[config.mk]
export PLATFORM = sky130hd
export DESIGN_NAME = switch_nport
export DESIGN_NICKNAME = d
export VERILOG_FILES = /design/src/rtl/switch_nport.sv
export SDC_FILE = /design/constraint.sdc
export NUM_CORES = 1
export LEC_CHECK = 0
export ABC_AREA = 1
export CAP_MARGIN = 20
export CORE_MARGIN = 2
export CORE_UTILIZATION = 38
export CTS_BUF_LIST = sky130_fd_sc_hd__clkbuf_16
export DETAILED_ROUTE_END_ITERATION = 8
export GPL_TIMING_DRIVEN = 0
export PLACE_DENSITY_LB_ADDON = 0.15
export SYNTH_ARGS = -nofsm -noshare
export SYNTH_HDL_FRONTEND = slang
export SYNTH_SLANG_ARGS = --single-unit
[constraint.sdc]
create_clock -name clk -period 6.15 [get_ports clk]
set_input_delay 0.9225 -clock clk [delete_from_list [all_inputs] [get_ports clk]]
set_output_delay 0.9225 -clock clk [all_outputs]
set_load 0.01 [all_outputs]
[src/rtl/switch_nport.sv]
// N-port address-routed switch: one ingress stream fans out by address MSBs
// into per-port FIFOs with first-word-fall-through egress and backpressure.
module switch_nport #(
  parameter int ADDR_WIDTH = 8,
  parameter int DATA_WIDTH = 16,
  parameter int NUM_PORTS  = 4,
  parameter int FIFO_DEPTH = 4
) (
  input  logic                                          clk,
  input  logic                                          rstn,
  input  logic                                          vld,
  output logic                                          rdy,
  input  logic [ADDR_WIDTH-1:0]                         addr,
  input  logic [DATA_WIDTH-1:0]                         data,
  output logic [NUM_PORTS-1:0]                          out_vld,
  input  logic [NUM_PORTS-1:0]                          out_rdy,
  output logic [NUM_PORTS*ADDR_WIDTH-1:0]               out_addr,
  output logic [NUM_PORTS*DATA_WIDTH-1:0]               out_data,
  output logic [NUM_PORTS*$clog2(FIFO_DEPTH+1)-1:0]     out_cnt
);

  localparam int PW   = $clog2(NUM_PORTS);
  localparam int PTRW = $clog2(FIFO_DEPTH);
  localparam int CW   = $clog2(FIFO_DEPTH+1);
  localparam int EW   = ADDR_WIDTH + DATA_WIDTH;

  // Handshake: a word moves when valid and ready are both high at a rising
  // edge; ready never depends on valid, and a stalled source holds its word.
  logic [PW-1:0]        dest;
  logic [NUM_PORTS-1:0] full;

  assign dest = addr[ADDR_WIDTH-1 -: PW];
  assign rdy  = !full[dest];

  for (genvar p = 0; p < NUM_PORTS; p++) begin : g_port
    logic [EW-1:0]   mem_q [FIFO_DEPTH];
    logic [PTRW-1:0] wr_ptr_q, wr_ptr_d;
    logic [PTRW-1:0] rd_ptr_q, rd_ptr_d;
    logic [CW-1:0]   cnt_q, cnt_d;
    logic            push, pop, empty;
    logic [EW-1:0]   head;

    assign full[p] = (cnt_q == CW'(FIFO_DEPTH));
    assign empty   = (cnt_q == '0);
    assign push    = vld && rdy && (dest == PW'(p));
    assign pop     = !empty && out_rdy[p];

    always_comb begin
      wr_ptr_d = wr_ptr_q;
      rd_ptr_d = rd_ptr_q;
      cnt_d    = cnt_q;
      if (push) wr_ptr_d = wr_ptr_q + PTRW'(1);
      if (pop)  rd_ptr_d = rd_ptr_q + PTRW'(1);
      case ({push, pop})
        2'b10:   cnt_d = cnt_q + CW'(1);
        2'b01:   cnt_d = cnt_q - CW'(1);
        default: cnt_d = cnt_q;
      endcase
    end

    always_ff @(posedge clk or negedge rstn) begin
      if (!rstn) begin
        wr_ptr_q <= '0;
        rd_ptr_q <= '0;
        cnt_q    <= '0;
      end else begin
        wr_ptr_q <= wr_ptr_d;
        rd_ptr_q <= rd_ptr_d;
        cnt_q    <= cnt_d;
      end
    end

    // Storage is left unreset; an empty FIFO masks it on the outputs.
    always_ff @(posedge clk) begin
      if (push) mem_q[wr_ptr_q] <= {addr, data};
    end

    assign head                               = mem_q[rd_ptr_q];
    assign out_vld[p]                         = !empty;
    assign out_addr[p*ADDR_WIDTH +: ADDR_WIDTH] = empty ? '0 : head[EW-1 -: ADDR_WIDTH];
    assign out_data[p*DATA_WIDTH +: DATA_WIDTH] = empty ? '0 : head[DATA_WIDTH-1:0];
    assign out_cnt[p*CW +: CW]                = cnt_q;
  end

endmodule

==> summary.md, run 1 <==
| Metric | Value |
|---|---|
| Post-CTS Resized | 0 |
| Mapped Cells | approximately 1.3k |
| Largest net degree at the start of global routing | 29 |
| Starting DRT DRC Count | 679 |
| Ratio of cells with drive above 1 in the final layout | a little under 9% |
| Num CTS Buffers | 44 |
| Clk buf depth | 3 |
| Top-count cell post-synth | nor2_1 |
| Area grow syn2layout | 23.7% |
| Detail Route Antenna Nets | 0 |
| Core Area | 0.0431 mm^2 |
| Post-CTS Setup Bufs | 0 |
| Fin nets | about 1.6k |
| Initial antenna violation count | 1 |
| Max Cap Viol | 0 |
| Netlist cell types | 21 |
| Worst vdd ir | between 0.2 and 0.25 mV |
| Final period utilization | between 70% and 80% |
| Fin. max-slew vios | 0 |
| Synthesis-stage register bit count | 412 |
| Minimum clock period after layout | between 4 and 5 ns |
| Hold Buf Count CTS | 0 |
| Comb pwr share | between 40% and 50% |
| Mean post-synth cell area | around 12 um^2 |
| Post-synth top cells | nor2_1 (412), edfxtp_1 (384), o21ai_0 (200), a21oi_1 (100), inv_1 (48) |
| DP HPWL | 27400 um |
| Power Density | around 490 mW/mm^2 |
| LEAKAGE | about 7 nW |
| Hold slack | approximately 0.47 ns |
| Switching pwr | between 0.003 and 0.004 W |
| Required @ worst endpoint | 5.23 ns |
| Port bufs | between 100 and 150 |
| Number of flops mapped to enable cells by yosys | between 300 and 400 |
| Int Pwr | 0.00656 W |
| Register area share after synthesis | 73.9% |
| Critical Path AT | 3.51 ns |
| Final setup skew | 0.0118 ns |
| CTS tree | yes |
| Wire per inst | ~20 um |
| Outcome | complete, no violations |
| Synth Cell Area | about 0.017 mm^2 |
| Setup TNS | 0 ns |
| Post-route DRC | 0 |
| CP startpoint kind | input port |
| Fillers | roughly 3.9k |
| WL final | roughly 43000 um |
| Setup-failing EPs final | 0 |
| DIE AREA | about 0.045 mm^2 |
| Rows | between 70 and 80 |
| Critical path type | input port to primary output |
| Clk pin slew, worst setup/hold paths | 0.06 ns |
| Sequential Power Share | between 30% and 40% |
| Vias in the first global route | approximately 10k |
| Worst-Skew Late Latency | 0.55 ns |
| Max Fclk | 226 MHz |
| Slew headroom | 26.3% |
| Hold Crit Class | input port to asynchronous set/reset pin |
| Chip Width | 213 um |
| Vias per std cell | approximately 5 |
| First-pass GRT wire length | approximately 64000 um |
| Met2 Resource Use GR | 32.3% |
| Ports | about 140 |
| FFs w/ async S/R, synth | ~6.8% |
| Sw Share | 35.3% |
| Crit Path Max Fanout | 20 |
| Clk root buf | clkbuf_16 |
| Worst slew pin tran | around 1.1 ns |
| Clock share of power | 25.2% |
| Vias | approximately 11k |
| Critical path endpoint category | primary output |
| GP Congestion | approximately 0.76 |
| Router iterations before antenna repair | 5 |
| Yosys synthesis warning count | 0 |
| Grt ovf | 0 |
| Total GRT Usage | 19.2% |
| GRT Max-Usage Layer | met2 |
| Grt met1 use | 26.3% |
| Starting Density | roughly two fifths |
| Sink Count | between 400 and 500 |
| H-tree depth | 2 |
| Yosys top cell by area | edfxtp_1 |
| Post-synth top area share | between 60% and 70% |
| RSZ-0062 raised after global routing | no |
| Ys flop type | edfxtp_1 |
| Overall die height | about 210 um |
| Synth top area cells | edfxtp_1 (70%), nor2_1 (9.3%), o21ai_0 (6.0%) |
| Syn_nets | 1399 |
| Final hold violations | 0 |
| Routing usage on met3 | 2.74% |
layout by cell type (no fill, tap or decap), types with 4 or more instances in the layout:
cell type / instances
xor2_1: 8
inv_1: 54
inv_2: 4
clkinv_1: 12
edfxtp_1: 384
buf_16: 9
o21ai_0: 200
nor2_2: 15
clkdlybuf4s50_1: 142
ha_1: 20
clkinv_2: 14
fa_1: 4
dfrtp_1: 28
nor2_1: 396
clkbuf_1: 41
nand4_1: 10
a21oi_1: 100
clkbuf_16: 45
buf_8: 5
diode_2: 6
bufinv_16: 4
nand2_1: 28
nand3_1: 7
xnor2_1: 8
nor3_2: 4
buf_2: 32
per-layer routing:
| layer | share of wire (%) | routed length (um) |
|---|---|---|
| met1 | 45 | 19700 |
| met2 | 49 | 21000 |
| met3 | 4.1 | 1780 |
| met4 | 1.8 | 770 |
| met5 | 0 | 0 |
cell families (layout without fill, tap and decap cells):
group | Yosys count | count (layout) | synth area share [%]
XOR/XNOR | 16 | 16 | 0.847
buffers and inverters | 130 | 366 | 3.25
AO/OA/AOI/OAI | 300 | 300 | 9.07
other | 0 | 6 | 0
adder cells (fa/ha/maj) | 24 | 24 | 2.00
AND/OR/NAND/NOR | 462 | 462 | 10.9
flip-flops | 412 | 412 | 73.9
cell type report:
cell class | instances | area [um^2] | share of cell area (%)
Sequential cell | 412 | 12200 | 59.7
Clock inverter | 33 | 250 | 1.22
Timing Repair Buffer | 158 | 1760 | 8.60
Tap cell | 585 | 732 | 3.57
Buffer | 74 | 328 | 1.60
Multi-Input combinational cell | 802 | 3820 | 18.7
Clock buffer | 45 | 1130 | 5.50
Antenna cell | 6 | 15.0 | 0.0733
Inverter | 56 | 210 | 1.03
power by group through the flow:
stage	logic (W)	registers, W	clock network, W
floorplan	0.00212	0.00348	0
global placement	0.00410	0.00351	0
detailed placement	0.00418	0.00350	0
CTS	0.00421	0.00345	0.00259
global route	0.00456	0.00347	0.00271
finish	0.00414	0.00344	0.00255
worst max-delay path: stages:
cell             delay, ns
clkdlybuf4s50_1       1.20
inv_1                 0.19
nor2_1                0.27
nand3_1               0.12
nand2_1               0.08
nor2_1                0.06
buf_6                 0.15
clkdlybuf4s50_1       0.51
final timing paths:
| path | startpoint | to | slack [ns] | depth (start not counted) |
|---|---|---|---|---|
| setup / recovery | addr[7] | rdy | 1.72 | 8 |
| hold / removal | rstn | g_port[2].rd_ptr_q[1]$_DFFE_PN0P_ | 0.47 | 1 |
| setup reg to reg | g_port[1].cnt_q[1]$_DFFE_PN0P_ | g_port[2].mem_q[2][5]$_DFFE_PP_ | 3.53 | 7 |
| hold reg to reg | g_port[2].wr_ptr_q[0]$_DFFE_PN0P_ | g_port[2].wr_ptr_q[0]$_DFFE_PN0P_ | 0.54 | 2 |
| max in group asynchronous | rstn | g_port[2].wr_ptr_q[0]$_DFFE_PN0P_ | 5.16 | 1 |
| min in group clk | g_port[2].wr_ptr_q[0]$_DFFE_PN0P_ | g_port[2].wr_ptr_q[0]$_DFFE_PN0P_ | 0.54 | 2 |
through the flow:
| step | utilization (%) | instance area (um^2) | setup WS (ns) | total power (W) | instances |
|---|---|---|---|---|---|
| after CTS | 47.5 | 20500 | 1.69 | 0.0102 | 2165 |
| final | 47.5 | 20500 | 1.72 | 0.0101 | 2171 |
| after global routing | 47.5 | 20500 | 1.57 | 0.0107 | 2165 |
| after detailed placement | 44.3 | 19100 | 1.65 | 0.00768 | 2087 |
| after global placement | 43.4 | 18700 | 0.771 | 0.00761 | 2072 |
| after floorplan | - | 16500 | 3.13 | 0.00560 | 1344 |
registers in the layout, indices dropped and copies added (netlist names):
signal,cells
g_port.mem_q,384
g_port.wr_ptr_q,8
g_port.rd_ptr_q,8
g_port.cnt_q,12
No activity file was read; power rests on OpenSTA's default activity.
==> run 2, diff against run 1 <==
==> constraint.sdc (replaced) <==
create_clock -name clk -period 4.1 [get_ports clk]
set_input_delay 0.615 -clock clk [delete_from_list [all_inputs] [get_ports clk]]
set_output_delay 0.615 -clock clk [all_outputs]
set_load 0.01 [all_outputs]
==> results of run 2 <==
The final DEF is identical to that of run 1. Status: complete, no violations.
Among the figures that moved: setup slack after placement 1.65 ns -> -0.0877 ns; setup slack after layout 1.72 ns -> 0.283 ns; hold slack 0.468 ns -> 0.160 ns; register-to-register setup slack 3.53 ns -> 1.48 ns; total power 0.0101 W -> 0.0152 W; worst IR drop on VDD 0.207 mV -> 0.310 mV
==> run 3, diff against run 2 <==
==> constraint.sdc (replaced) <==
create_clock -name clk -period 4.1 [get_ports clk]
set_input_delay 0.82 -clock clk [delete_from_list [all_inputs] [get_ports clk]]
set_output_delay 0.82 -clock clk [all_outputs]
set_load 0.01 [all_outputs]
==> summary.md, run 3 (synthesized netlist as in run 1, its figures left out) <==
| Metric | Value |
|---|---|
| Chip Width | 213 um (unchanged) |
| Biggest regs | g_port.mem_q x384, g_port.cnt_q x12 |
| Fin nets | 1603 (unchanged) |
| Required @ worst endpoint | 3.28 ns |
| Setup slack, reg-to-reg | between 1 and 1.5 ns |
| Power Density | ~740 mW/mm^2 |
| Most frequent cells in the layout | nor2_1 (396), edfxtp_1 (384), o21ai_0 (200) |
| Core Area | 0.0431 mm^2 (unchanged) |
| Sink Count | 412 (unchanged) |
| Vias in the first global route | 10.3k (unchanged) |
| DIE AREA | 0.0452 mm^2 (unchanged) |
| Overall power | roughly 0.015 W |
| Minimum clock period after layout | about 3.9 ns |
| Initial antenna violation count | 1 (unchanged) |
| Outcome | complete, no violations |
| Area of the multi-input gates | 0.00382 mm^2 (unchanged) |
| Grt ovf | 0 (unchanged) |
| Sw Share | 35.3% |
| Clock share of power | 25.2% (about the same) |
| RR Endpoint | g_port[2].mem_q[2][5]$_DFFE_PP_ |
| Final hold violations | 0 (unchanged) |
| Clk root buf | clkbuf_16 |
| Commonest non-fill, non-tap cell in the layout | nor2_1 |
| WL final | 43200 um (about the same) |
| Switching pwr | ~0.0054 W |
| Max Cap Viol | 0 (unchanged) |
| Crit-path leading delay family | buffers and inverters |
| Fin. max-slew vios | 0 (unchanged) |
| Clk buf depth | 3 (unchanged) |
| Vias per std cell | 4.90 (unchanged) |
| Largest net degree at the start of global routing | 29 (unchanged) |
| Port bufs | 143 (unchanged) |
| Clk pin slew, worst setup/hold paths | 0.06 ns (about the same) |
| Critical Path, Cell by Cell | dlygate4sd2_1, inv_1, nor2_1, nand3_1, nand2_1, nor2_1, buf_6, clkdlybuf4s50_1 |
| Fillers | 3895 (+0.051%) |
| Reg2reg start | g_port[1].cnt_q[1]$_DFFE_PN0P_ |
| Area grow syn2layout | 23.7% (about the same) |
| Buf/Inv on CP | 4 (unchanged) |
| Most frequent CP cell | nor2_1 |
| CTS tree | yes |
| Critical Path AT | ~3.1 ns |
| Setup-failing EPs final | 0 (unchanged) |
| Final Cell Area | 0.0205 mm^2 (about the same) |
| Final setup skew | 0.0118 ns (unchanged) |
| CP max stage delay | 0.92 ns (-0.28 ns) |
| Comb pwr share | 40.8% (about the same) |
| Router iterations before antenna repair | 5 (unchanged) |
| Worst-Skew Late Latency | 0.55 ns (about the same) |
| LEAKAGE | 7.05 nW (about the same) |
| Max Fclk | 253 MHz |
| Starting Density | 38.4% (unchanged) |
| Detail Route Antenna Nets | 0 (unchanged) |
| Post-CTS Setup Bufs | 0 (unchanged) |
| R2R depth | 7 (unchanged) |
| CP startpoint kind | input port |
| Critical-path top delay cell | dlygate4sd2_1 |
| Slew headroom | 27.1% (+0.75 points) |
| Wire per inst | 19.9 um (about the same) |
| Area after DPL | 0.0191 mm^2 (unchanged) |
| Ports | 144 (unchanged) |
| Utilization after layout | 47.5% (about the same) |
| DP HPWL | 27400 um (unchanged) |
| Rows | 76 (unchanged) |
| Vias | 10.6k (unchanged) |
| Hold Crit Class | input port to asynchronous set/reset pin |
| Int Pwr | ~0.01 W |
| FF+latch area | 0.0122 mm^2 (unchanged) |
| H-tree depth | 2 (unchanged) |
| First-pass GRT wire length | 63900 um (unchanged) |
| Crit Path Max Fanout | 20 (unchanged) |
| Num CTS Buffers | 44 (unchanged) |
| Number of flip-flops in the largest register | 384 (unchanged) |
| Worst vdd ir | just over 0.3 mV |
| Worst slew pin tran | 1.09 ns (-0.00775 ns) |
| Critical path endpoint category | primary output |
| RSZ-0062 raised after global routing | no |
| Starting DRT DRC Count | 679 (unchanged) |
| Final period utilization | 96.2% |
| GP Congestion | 0.762 (unchanged) |
| Post-route DRC | 0 (unchanged) |
| Most flops, register | g_port.mem_q |
| Total GRT Usage | 19.2% (unchanged) |
| Ratio of cells with drive above 1 in the final layout | 8.73% (unchanged) |
| Sequential Power Share | 34.0% (about the same) |
| Overall die height | 213 um (unchanged) |
| Critical path type | input port to primary output |
-- run 3: changes by cell type in the layout (fill, tap and decap cells not counted) --
cell,before,now
dlygate4sd2_1,0,2
clkdlybuf4s50_1,142,140
-- run 3: area by class of cell --
class                           instances  share of cell area (%)
Sequential cell                       412                    59.7
Multi-Input combinational cell        802                    18.7
Timing Repair Buffer                  158                    8.59
Clock buffer                           45                    5.50
Tap cell                              585                    3.57
Buffer                                 74                    1.60
Clock inverter                         33                    1.22
Inverter                               56                    1.03
Antenna cell                            6                  0.0733
-- run 3: worst reg2reg max path: stages, from the launching register on --
cell	delay, ns
dfrtp_1	0.48
nor2_1	0.11
nand3_1	0.10
nand2_1	0.05
nor2_1	0.17
nand3_1	0.37
nor2_2	0.77
buf_8	0.26
-- run 3: timing repair --
action                     CTS  global route
hold buffers                 0             0
resized for setup            2             0
setup endpoints to repair    1             0
hold endpoints to repair     0             0
-- run 3: power by group through the flow --
stage          logic, W  registers (W)  clock network, W
2_1_floorplan   0.00318        0.00523                 0
4_1_cts         0.00632        0.00517           0.00388
3_3_place_gp    0.00615        0.00526                 0
3_5_place_dp    0.00627        0.00526                 0
6_report        0.00620        0.00517           0.00383
5_1_grt         0.00684        0.00521           0.00406
-- run 3: worst max path at each step --
| stage | start | end | slack, ns | cells after the start |
|---|---|---|---|---|
| floorplan | addr[7] | g_port[3].mem_q[0][0]$_DFFE_PP_ | 1.19 | 8 |
| global placement | addr[6] | g_port[2].mem_q[3][8]$_DFFE_PP_ | -1.18 | 7 |
| detailed placement | addr[7] | g_port[2].mem_q[2][6]$_DFFE_PP_ | -0.29 | 9 |
| CTS | addr[7] | rdy | 0.13 | 8 |
| global route | addr[7] | rdy | 0.01 | 8 |
| finish | addr[7] | rdy | 0.15 | 8 |
-- run 3: metrics by stage --
stage	instances	TNS (ns)	hold WS, ns	setup slack, ns
floorplan	1344	0	0.491	1.19
global placement	2072	-355.11	0.519	-1.18
detailed placement	2087	-21.51	0.524	-0.293
CTS	2165	0	0.381	0.128
global route	2165	0	0.417	0.0101
finish	2171	0	0.365	0.155
-- run 3: metal layers --
metal | GRT usage (%) | wire, um
met1 | 26.3 | 19700
met2 | 32.3 | 21000
met3 | 2.74 | 1780
met4 | 5.14 | 770
met5 | 0 | 0
